[config.mk]
export PLATFORM = sky130hd
export DESIGN_NAME = led_shift_driver
export DESIGN_NICKNAME = d
export VERILOG_FILES = /design/src/rtl/led_shift_driver.sv
export SDC_FILE = /design/constraint.sdc
export NUM_CORES = 1
export LEC_CHECK = 0
export ABC_AREA = 1
export BUFFER_PORTS_ARGS = -buffer_cell sky130_fd_sc_hd__buf_2
export CORE_MARGIN = 1
export CORE_UTILIZATION = 40
export DETAILED_ROUTE_END_ITERATION = 12
export SKIP_CTS_REPAIR_TIMING = 1
export SLEW_MARGIN = 20
export SYNTH_ARGS = -nofsm -noshare
export SYNTH_HDL_FRONTEND = slang
export SYNTH_SLANG_ARGS = --single-unit
[constraint.sdc]
create_clock -name clk -period 2.7 [get_ports clk]
set_input_delay 0.27 -clock clk [delete_from_list [all_inputs] [get_ports clk]]
set_output_delay 0.27 -clock clk [all_outputs]
set_load 0.1 [all_outputs]
[src/rtl/led_shift_driver.sv]
// Shifts a WIDTH-bit frame MSB first into an external SIPO shift-register chain,
// then pulses the storage latch. Everything runs on clk; sclk is a divided, registered output.
`timescale 1ns/1ps

module led_shift_driver #(
  parameter int WIDTH      = 64,
  parameter int CLK_DIV    = 10,
  parameter int LOAD_DELAY = 1
) (
  input  logic             clk,
  input  logic             rst,
  input  logic             load,
  input  logic [WIDTH-1:0] din,
  output logic             sclk,
  output logic             sdat,
  output logic             latch,
  output logic             busy,
  output logic             done
);

  // Counter widths are floored at one bit so a parameter value of 1 still elaborates.
  localparam int DIV_W = (CLK_DIV    > 1) ? $clog2(CLK_DIV)    : 1;
  localparam int BIT_W = (WIDTH      > 1) ? $clog2(WIDTH)      : 1;
  localparam int DLY_W = (LOAD_DELAY > 1) ? $clog2(LOAD_DELAY) : 1;

  localparam logic [DIV_W-1:0] DIV_LAST = DIV_W'(CLK_DIV - 1);
  localparam logic [DLY_W-1:0] DLY_LAST = DLY_W'(LOAD_DELAY - 1);
  localparam logic [BIT_W-1:0] BIT_TOP  = BIT_W'(WIDTH - 1);

  typedef enum logic [2:0] {
    S_IDLE,
    S_WAIT,
    S_SHIFT_LO,
    S_SHIFT_HI,
    S_LATCH
  } state_t;

  state_t             state_q, state_d;
  logic [DIV_W-1:0]   div_q,   div_d;
  logic [DLY_W-1:0]   dly_q,   dly_d;
  logic [BIT_W-1:0]   bit_q,   bit_d;
  logic [WIDTH-1:0]   sreg_q,  sreg_d;
  logic               pend_q,  pend_d;
  logic               sclk_d, sdat_d, latch_d, busy_d, done_d;

  // NOTE: every register is updated with <= so all of them see the same pre-edge
  // values; blocking assignments here would make the result depend on statement order.
  always_ff @(posedge clk or posedge rst) begin
    if (rst) begin
      state_q <= S_IDLE;
      div_q   <= '0;
      dly_q   <= '0;
      bit_q   <= '0;
      sreg_q  <= '0;
      pend_q  <= 1'b0;
      sclk    <= 1'b0;
      sdat    <= 1'b0;
      latch   <= 1'b0;
      busy    <= 1'b0;
      done    <= 1'b0;
    end else begin
      state_q <= state_d;
      div_q   <= div_d;
      dly_q   <= dly_d;
      bit_q   <= bit_d;
      sreg_q  <= sreg_d;
      pend_q  <= pend_d;
      sclk    <= sclk_d;
      sdat    <= sdat_d;
      latch   <= latch_d;
      busy    <= busy_d;
      done    <= done_d;
    end
  end

  always_comb begin
    // NOTE: every target gets a hold-value default first, so no path through the
    // case below can leave one unassigned and infer a latch.
    state_d = state_q;
    div_d   = div_q;
    dly_d   = dly_q;
    bit_d   = bit_q;
    sreg_d  = sreg_q;
    pend_d  = pend_q;
    sclk_d  = sclk;
    sdat_d  = sdat;
    latch_d = latch;
    busy_d  = busy;
    done_d  = 1'b0;

    // One-deep queue: a load arriving mid-frame is remembered, later ones are lost.
    if (state_q != S_IDLE && load) begin
      pend_d = 1'b1;
    end

    unique case (state_q)
      S_IDLE: begin
        if (load || pend_q) begin
          state_d = S_WAIT;
          busy_d  = 1'b1;
          dly_d   = '0;
          pend_d  = 1'b0;
        end
      end

      S_WAIT: begin
        if (dly_q == DLY_LAST) begin
          sreg_d  = din;
          sdat_d  = din[WIDTH-1];
          bit_d   = BIT_TOP;
          sclk_d  = 1'b0;
          state_d = S_SHIFT_LO;
        end else begin
          dly_d = dly_q + 1'b1;
        end
      end

      S_SHIFT_LO: begin
        if (div_q == DIV_LAST) begin
          sclk_d  = 1'b1;
          state_d = S_SHIFT_HI;
        end else begin
          div_d = div_q + 1'b1;
        end
      end

      S_SHIFT_HI: begin
        if (div_q == DIV_LAST) begin
          sclk_d = 1'b0;
          if (bit_q != '0) begin
            // Next bit is presented on the falling edge, a full half period before its rise.
            sreg_d  = sreg_q << 1;
            sdat_d  = sreg_d[WIDTH-1];
            bit_d   = bit_q - 1'b1;
            state_d = S_SHIFT_LO;
          end else begin
            sdat_d  = 1'b0;
            latch_d = 1'b1;
            state_d = S_LATCH;
          end
        end else begin
          div_d = div_q + 1'b1;
        end
      end

      S_LATCH: begin
        if (div_q == DIV_LAST) begin
          latch_d = 1'b0;
          busy_d  = 1'b0;
          done_d  = 1'b1;
          state_d = S_IDLE;
        end else begin
          div_d = div_q + 1'b1;
        end
      end

      default: begin
        state_d = S_IDLE;
      end
    endcase

    // The divider restarts on every state change so each phase lasts exactly CLK_DIV clocks.
    if (state_d != state_q) begin
      div_d = '0;
    end
  end

endmodule

* Yosys cells after proc, flatten, opt, wreduce, memory -nomap -nowiden
Cells that the tools add are included.
Storage, ports and cells: word-level logic and storage cells 86, bits in latches 0, RAM bits 0, bits of input ports 67, bits in registers 83, memories 0, ROM bits 0, output and inout bits 5
Cells by class: multiply operators 0, div/mod/pow operators 0, reductions and logical operators 19, $add $sub $neg 3, equal/unequal tests 14, shifts and indexed selects 0, bitwise logic cells 0, multiplexer cells 39, order comparisons 0
Operators with widths (count):
- two-way mux 63 bit | 3
- case mux 63 bit (2 select lines) | 1
- two-way mux 3 bit | 6
- two-way mux 6 bit | 3
- two-way mux 1 bit | 16
- case mux 3 bit (5 select lines) | 1
- != test 2 bit, second input constant | 7
- two-way mux 4 bit | 3
- case mux 6 bit (2 select lines) | 1
- AND reduction 4 bit | 3
- nonzero test 2 bit | 5
- case mux 1 bit (2 select lines) | 4
- equality test 3 x 2 -> 1 bit, second input constant | 2
- AND reduction 3 bit | 2
- nonzero test 3 bit | 2
- nonzero test 6 bit | 1
- subtractor 6 x 1 -> 6 bit, second input constant | 1
- adder 4 x 1 -> 4 bit, second input constant | 1
- equality test 4 bit, second input constant | 1
- AND reduction 2 bit | 2
- equality test 3 x 1 -> 1 bit, second input constant | 1
- equality test 3 bit, second input constant | 1
- zero test 3 bit | 1
- != test 3 bit | 1
- 6 further kinds | 6

* Longest topological paths before layout
depth after elaboration 7, gate-level depth with buffers 11, depth with buffers taken out 10

* Worst setup path before layout
OpenSTA, ideal clock, no wires.
path kind reg-to-reg, from register bit_q[0], to register bit_q[0], library setup time 0.123 ns, path buffers 2, required time 2.577 ns, setup slack 1.134 ns, stages on the path, launching flop included 12, data arrival time 1.443 ns, clock period less this slack 1.566 ns, cells stage by stage dfrtp_1 > inv_1 > ha_1 > nand2_1 > nor2_2 > nand2_2 > nand2_4 > inv_4 > buf_8 > buf_6 > o21ai_2 > o21ai_2
On the way: word-level cells in the longest chain between the ends 4, elaborated cells on any way between the ends 7, those cells by class 1 x add/sub; 1 x eq/ne; 3 x mux; 2 x reduce/logical
RTL lines:
- start, declared | line 41 | logic [BIT_W-1:0] bit_q, bit_d;
- start signal, assigned | line 65 | bit_q <= bit_d;
- subtractor 6 x 1 -> 6 bit | line 134 | bit_d = bit_q - 1'b1;
- two-way mux 6 bit | line 130 | if (bit_q != '0) begin
- two-way mux 6 bit | line 128 | if (div_q == DIV_LAST) begin
- case mux 6 bit (2 select lines) | line 96 | unique case (state_q)
Parallel ways exist; a longest one is shown, timed or not. The select of a mux whose other input is x is not followed. A chain may end at the register's enable or synchronous reset.

* Worst setup path in the final report
from register div_q[1], to register sreg_q[36]
On the way: word-level cells in the longest chain between the ends 3
RTL lines:
- start, declared | line 39 | logic [DIV_W-1:0] div_q, div_d;
- start signal, assigned | line 63 | div_q <= div_d;
- equality test 4 bit | line 128
- != test 2 bit (no line)
- AND reduction 4 bit (no line)
- end signal, assigned | line 66 | sreg_q <= sreg_d;
- end, declared | line 42 | logic [WIDTH-1:0] sreg_q, sreg_d;
No other way between the ends.

==> flow_results.xml <==
<?xml version="1.0" encoding="UTF-8"?>
<metrics>
  <group name="yosys">
    <metric name="synth_seq_cells" unit="">82</metric>
    <metric name="synth_async_sr_flop_share" unit="%">100.0</metric>
    <metric name="ys_dominant_reg_cell" unit="">sky130_fd_sc_hd__dfrtp_1</metric>
    <metric name="post_synth_num_cell_types" unit="">31</metric>
    <metric name="ys.warnings.count" unit="">0</metric>
    <metric name="total_standard_cell_area_after_synthesis" unit="sq mm">0.004415</metric>
    <metric name="synth_edf_count" unit="">0</metric>
    <metric name="ys_seq_area_share" unit="%">46.47</metric>
    <metric name="synth.cells.most_frequent" unit="">148 x sky130_fd_sc_hd__nand2_1, 82 x sky130_fd_sc_hd__dfrtp_1, 76 x sky130_fd_sc_hd__inv_1</metric>
    <metric name="synth_top_cell_area_share" unit="%">46.47</metric>
    <metric name="syn_avg_cell_area" unit="sq um">8.315</metric>
    <metric name="postSynthNetCount" unit="">602</metric>
    <metric name="synth.area.top_cells" unit="">sky130_fd_sc_hd__dfrtp_1 46%, sky130_fd_sc_hd__nand2_1 13%, sky130_fd_sc_hd__o21ai_2 11%</metric>
    <metric name="post-synth-top-count-cell" unit="">sky130_fd_sc_hd__nand2_1</metric>
    <metric name="synthDominantAreaCellType" unit="">sky130_fd_sc_hd__dfrtp_1</metric>
    <metric name="number_of_cells_produced_by_synthesis" unit="">531</metric>
  </group>
  <group name="final_layout">
    <metric name="final_layout_size_suffix_gt1_share" unit="%">29.10</metric>
    <metric name="layout.core_utilization" unit="%">47.49</metric>
    <metric name="final_instance_area" unit="sq mm">0.004991</metric>
    <metric name="multi_input_comb_area" unit="sq mm">0.001841</metric>
    <metric name="final_net_count" unit="">664</metric>
    <metric name="regArea" unit="sq mm">0.002052</metric>
    <metric name="areaGrowthSynthToFinish" unit="%">13.03</metric>
    <metric name="insertedDiodeCount" unit="">0</metric>
    <metric name="fillCellCount" unit="">1083</metric>
  </group>
  <group name="power_and_ir_drop">
    <metric name="power.density_cell_area" unit="mW/mm^2">469.6</metric>
    <metric name="peakVddDrop" unit="mV">0.3533</metric>
    <metric name="total_switching_power" unit="W">0.0005509</metric>
    <metric name="power.internal" unit="W">0.001793</metric>
    <metric name="power_leakage" unit="nW">2.524</metric>
    <metric name="clockPowerShare" unit="%">36.6</metric>
    <metric name="sw_frac_of_total" unit="%">23.50</metric>
    <metric name="totalPowerFinal" unit="W">0.002344</metric>
    <metric name="comb_pwr_share" unit="%">8.5</metric>
    <metric name="share_seq_of_total_power" unit="%">54.9</metric>
  </group>
  <group name="cts">
    <metric name="cts_inserted_buffers" unit="">9</metric>
    <metric name="ctsHtreeMaxLevel" unit="">3</metric>
    <metric name="clk_path_buf_depth" unit="">2</metric>
    <metric name="tritoncts" unit="">yes</metric>
    <metric name="clock_insertion_delay_worst_skew" unit="ns">0.35</metric>
    <metric name="ctsRootBufferMaster" unit="">sky130_fd_sc_hd__clkbuf_8</metric>
    <metric name="path_clk_slew" unit="ns">0.08</metric>
    <metric name="cts.sink_count" unit="">82</metric>
  </group>
  <group name="floorplanning">
    <metric name="die_height" unit="microns">107.1</metric>
    <metric name="initial_core_util" unit="%">42.02</metric>
    <metric name="design.core.area" unit="sq mm">0.01051</metric>
    <metric name="ios" unit="">72</metric>
    <metric name="fp-row-count" unit="">37</metric>
    <metric name="floorplan.die_area" unit="sq mm">0.01146</metric>
    <metric name="die_w" unit="microns">107.1</metric>
  </group>
  <group name="place">
    <metric name="detailed_place_hpwl" unit="microns">5760</metric>
    <metric name="gp_congestion" unit="">0.8065</metric>
    <metric name="port_buffers" unit="">71</metric>
    <metric name="placed_cell_area" unit="sq mm">0.004803</metric>
  </group>
  <group name="drt">
    <metric name="detail_route.wirelength" unit="microns">8206</metric>
    <metric name="number_of_routed_nets_with_antenna_violations" unit="">0</metric>
    <metric name="drt-vias-per-instance" unit="">4.635</metric>
    <metric name="dr_total_vias" unit="">3402</metric>
    <metric name="drt_drc_violations_left" unit="">0</metric>
    <metric name="drtPass1Iterations" unit="">4</metric>
    <metric name="detail_route.wl_per_cell" unit="microns">11.18</metric>
    <metric name="first_iter_violations" unit="">144</metric>
  </group>
  <group name="setup_path">
    <metric name="critPathSlowestCell" unit="">sky130_fd_sc_hd__buf_4</metric>
    <metric name="startpoint_type" unit="">flip-flop</metric>
    <metric name="critical_path_endpoint_category" unit="">flip-flop</metric>
    <metric name="cp_cell_sequence" unit="">inv_1 &gt; ha_1 &gt; nand3_4 &gt; a21oi_4 &gt; nand2_4 &gt; inv_4 &gt; buf_4 &gt; nand2_1 &gt; o21ai_2</metric>
    <metric name="reg2reg_depth" unit="">9</metric>
    <metric name="timing.reg2reg.setup_slack" unit="ns">0.64</metric>
    <metric name="worstPathMaxFanout" unit="">31</metric>
    <metric name="path_class" unit="">reg2reg</metric>
    <metric name="required" unit="ns">2.98</metric>
    <metric name="r2r-end" unit="">sreg_q[36]</metric>
    <metric name="critical_path.reg2reg.startpoint" unit="">div_q[1]</metric>
    <metric name="crit_arrival" unit="ns">2.34</metric>
    <metric name="max_stage_delay" unit="ns">0.42</metric>
  </group>
  <group name="timing">
    <metric name="final.min_clock_period" unit="ns">2.063</metric>
    <metric name="hold_slack" unit="ns">-0.008283</metric>
    <metric name="achievable-frequency" unit="GHz">0.4847</metric>
    <metric name="slew-limit-headroom" unit="%">55.30</metric>
    <metric name="timing.final.hold_violations" unit="">10</metric>
    <metric name="worst_clock_skew" unit="ns">0.01029</metric>
    <metric name="setup_tns_final" unit="ns">0</metric>
    <metric name="setup_repair_after_global_routing_missed_its_margin" unit="">no</metric>
    <metric name="timing_worst_slew_pin_value" unit="ns">0.6696</metric>
    <metric name="report.final.setup_viol" unit="">0</metric>
    <metric name="slew_viol_final" unit="">0</metric>
    <metric name="layout_worst_path_cycle_share" unit="%">76.41</metric>
  </group>
  <group name="global_route">
    <metric name="grt_max_degree" unit="">42</metric>
    <metric name="global_route_wire_length_before_repair" unit="microns">14550</metric>
    <metric name="grt_remaining_overflow" unit="">0</metric>
    <metric name="first_global_vias" unit="">3395</metric>
    <metric name="grtUsageTotal" unit="%">15.82</metric>
    <metric name="antenna_violations_before_repair" unit="">0</metric>
  </group>
  <group name="job">
    <metric name="cap_violations" unit="">0</metric>
  </group>
  <group name="worst_hold_path">
    <metric name="hold_path_class" unit="">in2async</metric>
  </group>
  <group name="status">
    <metric name="outcome" unit="">complete, but fails checks</metric>
    <metric name="violations" unit="">negative hold slack</metric>
  </group>
</metrics>
worst max-delay path: cells and delay by family, from the launching register on:
family,cells,cell delay (ns)
AOI/OAI and AO/OA,2,0.26
adders and majority gates,1,0.20
buffers and inverters,3,0.77
DFF,1,0.41
and+or+nand+nor,3,0.34
worst max-delay path by stage:
stage	startpoint	end	cells past startpoint
2_1_floorplan	rst	bit_q[0]	1
3_3_place_gp	div_q[1]	sreg_q[46]	9
3_5_place_dp	div_q[1]	sreg_q[36]	9
4_1_cts	div_q[1]	sreg_q[40]	9
5_1_grt	div_q[1]	sreg_q[40]	9
6_report	div_q[1]	sreg_q[36]	9
flip-flops by register name (all words and copies together) (netlist names), 3 cells and up:
signal   flops
state_q      3
bit_q        6
div_q        4
sreg_q      63
cell families (layout without fill, tap and decap cells):
group	Yosys count	count (layout)	synth area share [%]
buffers and inverters	107	174	11.96
adders and majority gates	4	4	1.134
AOI/OAI and AO/OA	140	140	21.14
DFF	82	82	46.47
and+or+nand+nor	193	193	18.31
xor gates and xnor gates	5	5	0.9917
power by group through the flow:
stage	registers (W)	clock network, W	logic [W]
after global routing	0.00129	0.000949	0.000232
after detailed placement	0.00131	0	0.000204
final	0.00129	0.000859	0.000199
after CTS	0.00129	0.000895	0.000206
after global placement	0.00131	0	0.000201
after floorplan	0.00131	0	0.000122
placed cells by master, fill, tap and decap left out, types with 2 or more instances in the layout:
cell / n
sky130_fd_sc_hd__buf_2: 71
sky130_fd_sc_hd__nor2_1: 14
sky130_fd_sc_hd__buf_12: 2
sky130_fd_sc_hd__xor2_1: 4
sky130_fd_sc_hd__ha_1: 4
sky130_fd_sc_hd__clkbuf_8: 9
sky130_fd_sc_hd__inv_1: 75
sky130_fd_sc_hd__buf_4: 6
sky130_fd_sc_hd__o21ai_2: 56
sky130_fd_sc_hd__clkinvlp_4: 3
sky130_fd_sc_hd__dfrtp_1: 82
sky130_fd_sc_hd__nand3_1: 9
sky130_fd_sc_hd__inv_2: 2
sky130_fd_sc_hd__clkbuf_1: 3
sky130_fd_sc_hd__nand2_2: 12
sky130_fd_sc_hd__o21ai_1: 12
sky130_fd_sc_hd__o21ai_0: 66
sky130_fd_sc_hd__nand2_1: 148
sky130_fd_sc_hd__nand2_4: 2
sky130_fd_sc_hd__nor2_2: 4
layer usage:
metal / track usage, % / part of all wire [%] / vias to the layer above / wire length [microns]
met1: 19.34 / 47 / 1543 / 3880
met5: 0 / 0 / - / 0
met4: 3.914 / 1.0 / 0 / 83
li1: - / - / 1784 / -
met3: 4.073 / 4.5 / 10 / 367
met2: 27.70 / 47 / 65 / 3875
layout make-up:
cell class                      instances  area share, %
Inverter                               79          6.017
Tap cell                              136          3.409
Multi-Input combinational cell        342          36.88
Timing Repair Buffer                   79          8.824
Clock buffer                           12          2.707
Sequential cell                        82          41.11
Clock inverter                          4          1.053
stage by stage:
| step | hold slack (ns) | instances | worst slack (ns) |
|---|---|---|---|
| after floorplan | 0.4201 | 531 | 0.3216 |
| after global placement | 0.3837 | 718 | 0.7056 |
| after detailed placement | 0.3898 | 718 | 0.6431 |
| after CTS | 0.0009967 | 734 | 0.6037 |
| after global routing | 0.02347 | 734 | 0.3803 |
| final | -0.008283 | 734 | 0.6370 |
Note: power is estimated with default switching activity, not from simulation.
